$ cat src/rtl/seq_det_ctrl_pkg.sv
// Shared constants for the programmable sequence detector: FSM encodings,
// power-on configuration and a config-length validity helper.
package seq_det_ctrl_pkg;

    localparam logic [0:0] ST_IDLE = 1'b0;
    localparam logic [0:0] ST_RUN  = 1'b1;

    localparam int DEF_PATTERN = 'b1011;
    localparam int DEF_LEN     = 4;
    localparam bit DEF_OVERLAP = 1'b1;

    // A pattern length is usable only when it names at least one bit and fits the history.
    function automatic logic len_valid(input int len, input int maxlen);
        return (len >= 1) && (len <= maxlen);
    endfunction

endpackage

$ cat src/rtl/seq_det_ctrl_if.sv
// Command, config, serial data and status bundle for seq_det_ctrl.
// The master side drives commands and data; the slave side is the detector.
interface seq_det_ctrl_if #(
    parameter int MAXLEN = 8,
    parameter int LENW   = 4,
    parameter int CNTW   = 8
);
    logic              cfg_load;
    logic [MAXLEN-1:0] cfg_pattern;
    logic [LENW-1:0]   cfg_len;
    logic              cfg_overlap;
    logic              start;
    logic              stop;
    logic              PI;
    logic              PI_valid;
    logic              PO;
    logic              busy;
    logic [CNTW-1:0]   match_count;
    logic              cfg_err;

    modport master (
        output cfg_load, cfg_pattern, cfg_len, cfg_overlap, start, stop, PI, PI_valid,
        input  PO, busy, match_count, cfg_err
    );

    modport slave (
        input  cfg_load, cfg_pattern, cfg_len, cfg_overlap, start, stop, PI, PI_valid,
        output PO, busy, match_count, cfg_err
    );
endinterface

$ cat src/rtl/seq_match_core.sv
// History shift register, saturating fill counter and masked pattern comparator.
// match_next reflects the history as it will be after the current sample.
module seq_match_core #(
    parameter int MAXLEN = 8,
    parameter int LENW   = 4
) (
    input  logic              clk,
    input  logic              reset,
    input  logic              clear,
    input  logic              sample,
    input  logic              pi,
    input  logic [MAXLEN-1:0] pattern,
    input  logic [LENW-1:0]   len,
    input  logic              overlap,
    output logic              match_next
);

    logic [MAXLEN-1:0] history;
    logic [MAXLEN-1:0] hist_next;
    logic [MAXLEN-1:0] mask;
    logic [LENW-1:0]   fill;
    logic [LENW-1:0]   fill_next;

    // Only the low len bits take part in the compare; a full-width shift yields an all-ones mask.
    always_comb begin
        hist_next  = {history[MAXLEN-2:0], pi};
        fill_next  = (fill >= LENW'(MAXLEN)) ? fill : fill + LENW'(1);
        mask       = ~({MAXLEN{1'b1}} << len);
        match_next = sample && (fill_next >= len) && (((hist_next ^ pattern) & mask) == '0);
    end

    // Non-overlapping mode restarts the fill so the next match needs len fresh bits.
    always_ff @(posedge clk or posedge reset) begin
        if (reset) begin
            history <= '0;
            fill    <= '0;
        end else if (clear) begin
            history <= '0;
            fill    <= '0;
        end else if (sample) begin
            history <= hist_next;
            fill    <= (match_next && !overlap) ? '0 : fill_next;
        end
    end

endmodule

$ cat src/rtl/seq_det_ctrl.sv
// Programmable serial sequence-detector controller: run/idle sequencing,
// configuration registers, registered match pulse and saturating match counter.
module seq_det_ctrl
    import seq_det_ctrl_pkg::*;
#(
    parameter int MAXLEN = 8,
    parameter int LENW   = 4,
    parameter int CNTW   = 8
) (
    input logic         clk,
    input logic         reset,
    seq_det_ctrl_if.slave bus
);

    logic [0:0]        state;
    logic [MAXLEN-1:0] pattern;
    logic [LENW-1:0]   len;
    logic              overlap;
    logic              po;
    logic [CNTW-1:0]   count;
    logic              err;
    logic              start_run;
    logic              sample;
    logic              load_ok;
    logic              match_next;

    // A valid bit arriving together with stop is dropped.
    always_comb begin
        start_run = (state == ST_IDLE) && bus.start;
        sample    = (state == ST_RUN) && bus.PI_valid && !bus.stop;
        load_ok   = len_valid(int'(bus.cfg_len), MAXLEN);
    end

    always_ff @(posedge clk or posedge reset) begin
        if (reset) begin
            state <= ST_IDLE;
        end else if (state == ST_IDLE) begin
            if (bus.start) state <= ST_RUN;
        end else begin
            if (bus.stop) state <= ST_IDLE;
        end
    end

    // Loads are honoured only while idle; a load alongside start takes effect for that run.
    always_ff @(posedge clk or posedge reset) begin
        if (reset) begin
            pattern <= MAXLEN'(DEF_PATTERN);
            len     <= LENW'(DEF_LEN);
            overlap <= DEF_OVERLAP;
            err     <= 1'b0;
        end else if (bus.cfg_load) begin
            if ((state == ST_IDLE) && load_ok) begin
                pattern <= bus.cfg_pattern;
                len     <= bus.cfg_len;
                overlap <= bus.cfg_overlap;
                err     <= 1'b0;
            end else begin
                err     <= 1'b1;
            end
        end
    end

    always_ff @(posedge clk or posedge reset) begin
        if (reset) begin
            po    <= 1'b0;
            count <= '0;
        end else begin
            po <= match_next;
            if (start_run) begin
                count <= '0;
            end else if (match_next && (count != {CNTW{1'b1}})) begin
                count <= count + CNTW'(1);
            end
        end
    end

    seq_match_core #(
        .MAXLEN (MAXLEN),
        .LENW   (LENW)
    ) u_core (
        .clk        (clk),
        .reset      (reset),
        .clear      (start_run),
        .sample     (sample),
        .pi         (bus.PI),
        .pattern    (pattern),
        .len        (len),
        .overlap    (overlap),
        .match_next (match_next)
    );

    assign bus.PO          = po;
    assign bus.busy        = (state == ST_RUN);
    assign bus.match_count = count;
    assign bus.cfg_err     = err;

endmodule
$ cat src/flat_wrapper.sv
// flat-port wrapper written by rule: the top's interface ports become plain ports
module seq_det_ctrl_flat import seq_det_ctrl_pkg::*;
#(
    parameter int MAXLEN = 8,
    parameter int LENW   = 4,
    parameter int CNTW   = 8
)
  (clk, reset, bus_cfg_load, bus_cfg_pattern, bus_cfg_len, bus_cfg_overlap, bus_start, bus_stop, bus_PI, bus_PI_valid, bus_PO, bus_busy, bus_match_count, bus_cfg_err);
  seq_det_ctrl_if #(.MAXLEN(MAXLEN), .LENW(LENW), .CNTW(CNTW)) bus_i ();
  input logic clk;
  input logic reset;
  input wire logic [$bits(bus_i.cfg_load)-1:0] bus_cfg_load;
  input wire logic [$bits(bus_i.cfg_pattern)-1:0] bus_cfg_pattern;
  input wire logic [$bits(bus_i.cfg_len)-1:0] bus_cfg_len;
  input wire logic [$bits(bus_i.cfg_overlap)-1:0] bus_cfg_overlap;
  input wire logic [$bits(bus_i.start)-1:0] bus_start;
  input wire logic [$bits(bus_i.stop)-1:0] bus_stop;
  input wire logic [$bits(bus_i.PI)-1:0] bus_PI;
  input wire logic [$bits(bus_i.PI_valid)-1:0] bus_PI_valid;
  output wire logic [$bits(bus_i.PO)-1:0] bus_PO;
  output wire logic [$bits(bus_i.busy)-1:0] bus_busy;
  output wire logic [$bits(bus_i.match_count)-1:0] bus_match_count;
  output wire logic [$bits(bus_i.cfg_err)-1:0] bus_cfg_err;
  assign bus_i.cfg_load = bus_cfg_load;
  assign bus_i.cfg_pattern = bus_cfg_pattern;
  assign bus_i.cfg_len = bus_cfg_len;
  assign bus_i.cfg_overlap = bus_cfg_overlap;
  assign bus_i.start = bus_start;
  assign bus_i.stop = bus_stop;
  assign bus_i.PI = bus_PI;
  assign bus_i.PI_valid = bus_PI_valid;
  assign bus_PO = bus_i.PO;
  assign bus_busy = bus_i.busy;
  assign bus_match_count = bus_i.match_count;
  assign bus_cfg_err = bus_i.cfg_err;
  seq_det_ctrl #(.MAXLEN(MAXLEN), .LENW(LENW), .CNTW(CNTW)) u_core (.clk(clk), .reset(reset), .bus(bus_i));
endmodule
$ cat config.mk
export PLATFORM = sky130hd
export DESIGN_NAME = seq_det_ctrl_flat
export DESIGN_NICKNAME = d
export VERILOG_FILES = /design/src/rtl/seq_det_ctrl_pkg.sv /design/src/rtl/seq_det_ctrl_if.sv /design/src/rtl/seq_match_core.sv /design/src/rtl/seq_det_ctrl.sv /design/src/flat_wrapper.sv
export SDC_FILE = /design/constraint.sdc
export NUM_CORES = 1
export LEC_CHECK = 0
export ABC_CLOCK_PERIOD_IN_PS = 3700
export CAP_MARGIN = 10
export CORE_AREA = 2 2 87 47
export CTS_BUF_LIST = sky130_fd_sc_hd__clkbuf_2
export CTS_CLUSTER_SIZE = 24
export DETAILED_ROUTE_END_ITERATION = 7
export DIE_AREA = 0 0 89 49
export MAX_ROUTING_LAYER = met4
export PLACE_DENSITY = 0.89
export SETUP_SLACK_MARGIN = 0.2
export SLEW_MARGIN = 40
export SYNTH_ARGS = -nofsm -noshare
export SYNTH_HDL_FRONTEND = slang
export SYNTH_SLANG_ARGS = --single-unit
export TNS_END_PERCENT = 30
$ cat constraint.sdc
create_clock -name clk -period 3.7 [get_ports clk]
set_input_delay 0.74 -clock clk [delete_from_list [all_inputs] [get_ports clk]]
set_output_delay 0.74 -clock clk [all_outputs]
set_load 0.02 [all_outputs]
==> results.py <==
metrics = {
    "worst_hold_path": {
        "hp-class": "reg -> reg",
    },
    "timing": {
        "whs_ns": 0.525,
        "fmax_mhz": 332,
        "fin_setup_tns_ns": 0,
        "final-setup-viol-count": 0,
        "period_minus_slack_ns": 3.01,
        "finalClockSkew_ns": 0.0219,
        "tightestPinTransition_ns": 0.664,
        "finalWorstSetupSlack_ns": 0.686,
        "finalCritPeriodShare": 0.814,
        "timing.slew.headroom": 0.558,
        "finalHoldViolCount": 0,
        "rsz0062_at_grt": "no",
        "finalMaxSlewViolations": 0,
    },
    "setup_path": {
        "worst_path_most_repeated_cell": "ha_1",
        "critPathTopFamily": "simple AND/OR/NAND/NOR gates",
        "required_ns": 4.04,
        "path_max_fanout": 7,
        "startpoint_type": "flop",
        "arrival_ns": 3.35,
        "crit_chain": "ha_1, nand2b_1, xnor2_1, ha_1, o21ai_0, a222oi_1, nand4_2, or4_1, a21oi_1",
        "cp_num_buf_inv": 0,
        "cp_slowest_cell": "a222oi_1",
        "critPathMaxStageDelay_ns": 0.64,
        "crit_type": "reg -> reg",
        "critPathCaptureType": "flop",
    },
    "floorplanning": {
        "die_area_um2": 4360,
        "rows": 16,
        "start_util": 0.518,
        "die_y_um": 49,
        "core-area_um2": 3680,
        "die_w_um": 89,
        "pin_count": 31,
    },
    "clocking": {
        "cts.sinks": 35,
        "hold_buffers": 0,
        "post_cts_buffers": 0,
        "cts-root-buf": "clkbuf_2",
        "cts_max_level": 2,
        "clkLatencyLatePin_ns": 0.40,
        "ctsResizeCount": 0,
        "tritoncts": "yes",
        "cts_buffers": 5,
        "cts.path.max_buffers": 2,
        "clkTransAtPathRegs_ns": 0.17,
    },
    "finish": {
        "drive_gt1_frac": 0.121,
        "nNetsFinal": 249,
        "area_growth_pct": 20.3,
        "num_antenna_cells": 0,
    },
    "global_routing": {
        "grt_pass1_vias": 1443,
        "grt_max_degree": 36,
        "grt_first_pass_wirelength_um": 6800,
        "track_usage": 0.216,
        "gr-total-overflow": 0,
        "grt_antenna_before_repair": 0,
    },
    "routing": {
        "viasPerCell": 5.58,
        "routed_wl_um": 4050,
        "drt_iter0_drc": 157,
        "wl_per_cell_um": 14.6,
        "antenna_left": 0,
        "vias": 1545,
        "remaining_drc_errors": 0,
        "first_pass_iters": 4,
    },
    "synth": {
        "synth_edf_count": 0,
        "ys_seq_area_frac": 0.463,
        "async_flop_share": 1.00,
        "syn_area_um2": 1910,
        "synth_commonest_cells": "dfrtp_1, nand2_1, a21oi_1, mux2_1, o21ai_1",
        "yosysWarnings": 0,
        "synth_top_flop_cell": "dfrtp_1",
        "synth_area_leaders": "dfrtp_1, dfstp_2, mux2_1, nand2_1, ha_1",
        "yosysTopAreaCell": "dfrtp_1",
        "ys_ff_latch": 35,
        "syn_inst": 189,
        "syn_nets": 216,
        "syn_area_per_cell_um2": 10.1,
        "yosysUniqueCellTypes": 46,
        "synthDominantCellAreaShare": 0.394,
    },
    "flow_run": {
        "maxCapViolCount": 0,
    },
    "placement": {
        "post-place-ws_ns": 0.774,
        "hpwl_um": 3030,
        "port_buffers": 30,
        "place_congestion": 0.872,
    },
    "power": {
        "p_leak_nw": 0.946,
        "pwr_density_cell_nw_per_um2": 415,
        "peakVddDrop_mv": 0.189,
    },
    "run_status": {
        "outcome": "completed",
    },
}
-- through the flow --
stage | utilization | std cells | total power [mW] | cell area [µm²]
2_1_floorplan | - | 189 | 0.702 | 1910
3_3_place_gp | 0.612 | 269 | 0.771 | 2250
3_5_place_dp | 0.612 | 269 | 0.783 | 2250
4_1_cts | 0.623 | 277 | 0.959 | 2290
5_1_grt | 0.623 | 277 | 1.02 | 2290
6_report | 0.623 | 277 | 0.952 | 2290
-- flip-flops by register name, summed over array words and instances, names as in the netlist --
signal,count
u_core.bus.busy,1
u_core.u_core.fill,4
u_core.u_core.history,7
u_core.overlap,1
u_core.pattern,8
u_core.bus.cfg_err,1
u_core.bus.PO,1
u_core.bus.match_count,8
u_core.len,4
-- layout make-up --
cell class,count,area [µm²]
clock inverters,2,8.76
clock buffers,6,30.0
well taps,54,67.6
inverters,8,30.0
fillers,340,1390
flip-flops and latches,35,882
multi-input cells,139,952
repair buffers,33,323
-- worst register-to-register path, cell delays in order, from the launching register on --
cell and delay (ns):
dfrtp_1 0.50, ha_1 0.19, nand2b_1 0.08, xnor2_1 0.23, ha_1 0.22, o21ai_0 0.09, a222oi_1 0.64, nand4_2 0.31
or4_1 0.55, a21oi_1 0.15
-- worst paths after layout --
kind	slack (ns)	cells past startpoint	endpoint	start
min in group asynchronous	0.70	3	u_core.pattern[4]$_DFFE_PP0P_	reset
hold / removal	0.52	2	u_core.bus.cfg_err$_DFFE_PP0P_	u_core.bus.cfg_err$_DFFE_PP0P_
setup / recovery	0.69	9	u_core.bus.match_count[4]$_DFFE_PP0P_	u_core.u_core.fill[0]$_DFFE_PP0P_
hold reg to reg	0.52	2	u_core.bus.cfg_err$_DFFE_PP0P_	u_core.bus.cfg_err$_DFFE_PP0P_
max in group asynchronous	2.63	3	u_core.pattern[0]$_DFFE_PP1P_	reset
setup reg to reg	0.69	9	u_core.bus.match_count[4]$_DFFE_PP0P_	u_core.u_core.fill[0]$_DFFE_PP0P_
-- layout by cell type (no fill, tap or decap), drive strengths merged, types with 2 or more instances in the layout --
| master | synthesis | routed |
|---|---|---|
| xor2 | 4 | 4 |
| and4 | 2 | 2 |
| xnor2 | 7 | 7 |
| clkbuf | 4 | 6 |
| mux2i | 3 | 3 |
| nand4 | 3 | 3 |
| clkinv | 0 | 2 |
| nor2 | 6 | 6 |
| o31ai | 3 | 3 |
| nor3 | 5 | 5 |
| a21oi | 15 | 15 |
| nand2 | 30 | 30 |
| or4 | 3 | 3 |
| nand3 | 7 | 7 |
| inv | 8 | 8 |
| dfrtp | 30 | 30 |
| and3 | 3 | 3 |
| dfstp | 5 | 5 |
| o21ai | 13 | 13 |
| buf | 3 | 3 |
| mux2 | 11 | 11 |
| clkdlybuf4s50 | 0 | 30 |
| nand2b | 2 | 2 |
| ha | 7 | 7 |
-- per-layer routing --
layer  GRT usage  vias to the layer above  wire (µm)
met3      0.0575                        7        350
met5           -                        -          0
met4      0.0771                        0         62
li1            -                      744          -
met1       0.303                      739       1910
met2       0.301                       55       1730
-- kinds of logic after synthesis --
kind of cell	count (synthesis)	share of synthesized area
AOI/OAI and AO/OA	39	0.130
adders and majority gates	7	0.0459
muxes	14	0.0807
and+or+nand+nor	68	0.182
xor gates and xnor gates	11	0.0604
buffers and inverters	15	0.0381
DFF	35	0.463
-- power by group --
| group | internal, mW | total, mW | switching (mW) |
|---|---|---|---|
| registers | 0.446 | 0.509 | 0.0637 |
| logic | 0.127 | 0.265 | 0.138 |
| clock network | 0.0464 | 0.178 | 0.131 |
| total | 0.620 | 0.952 | 0.333 |
Note: power is estimated with default switching activity, not from simulation.
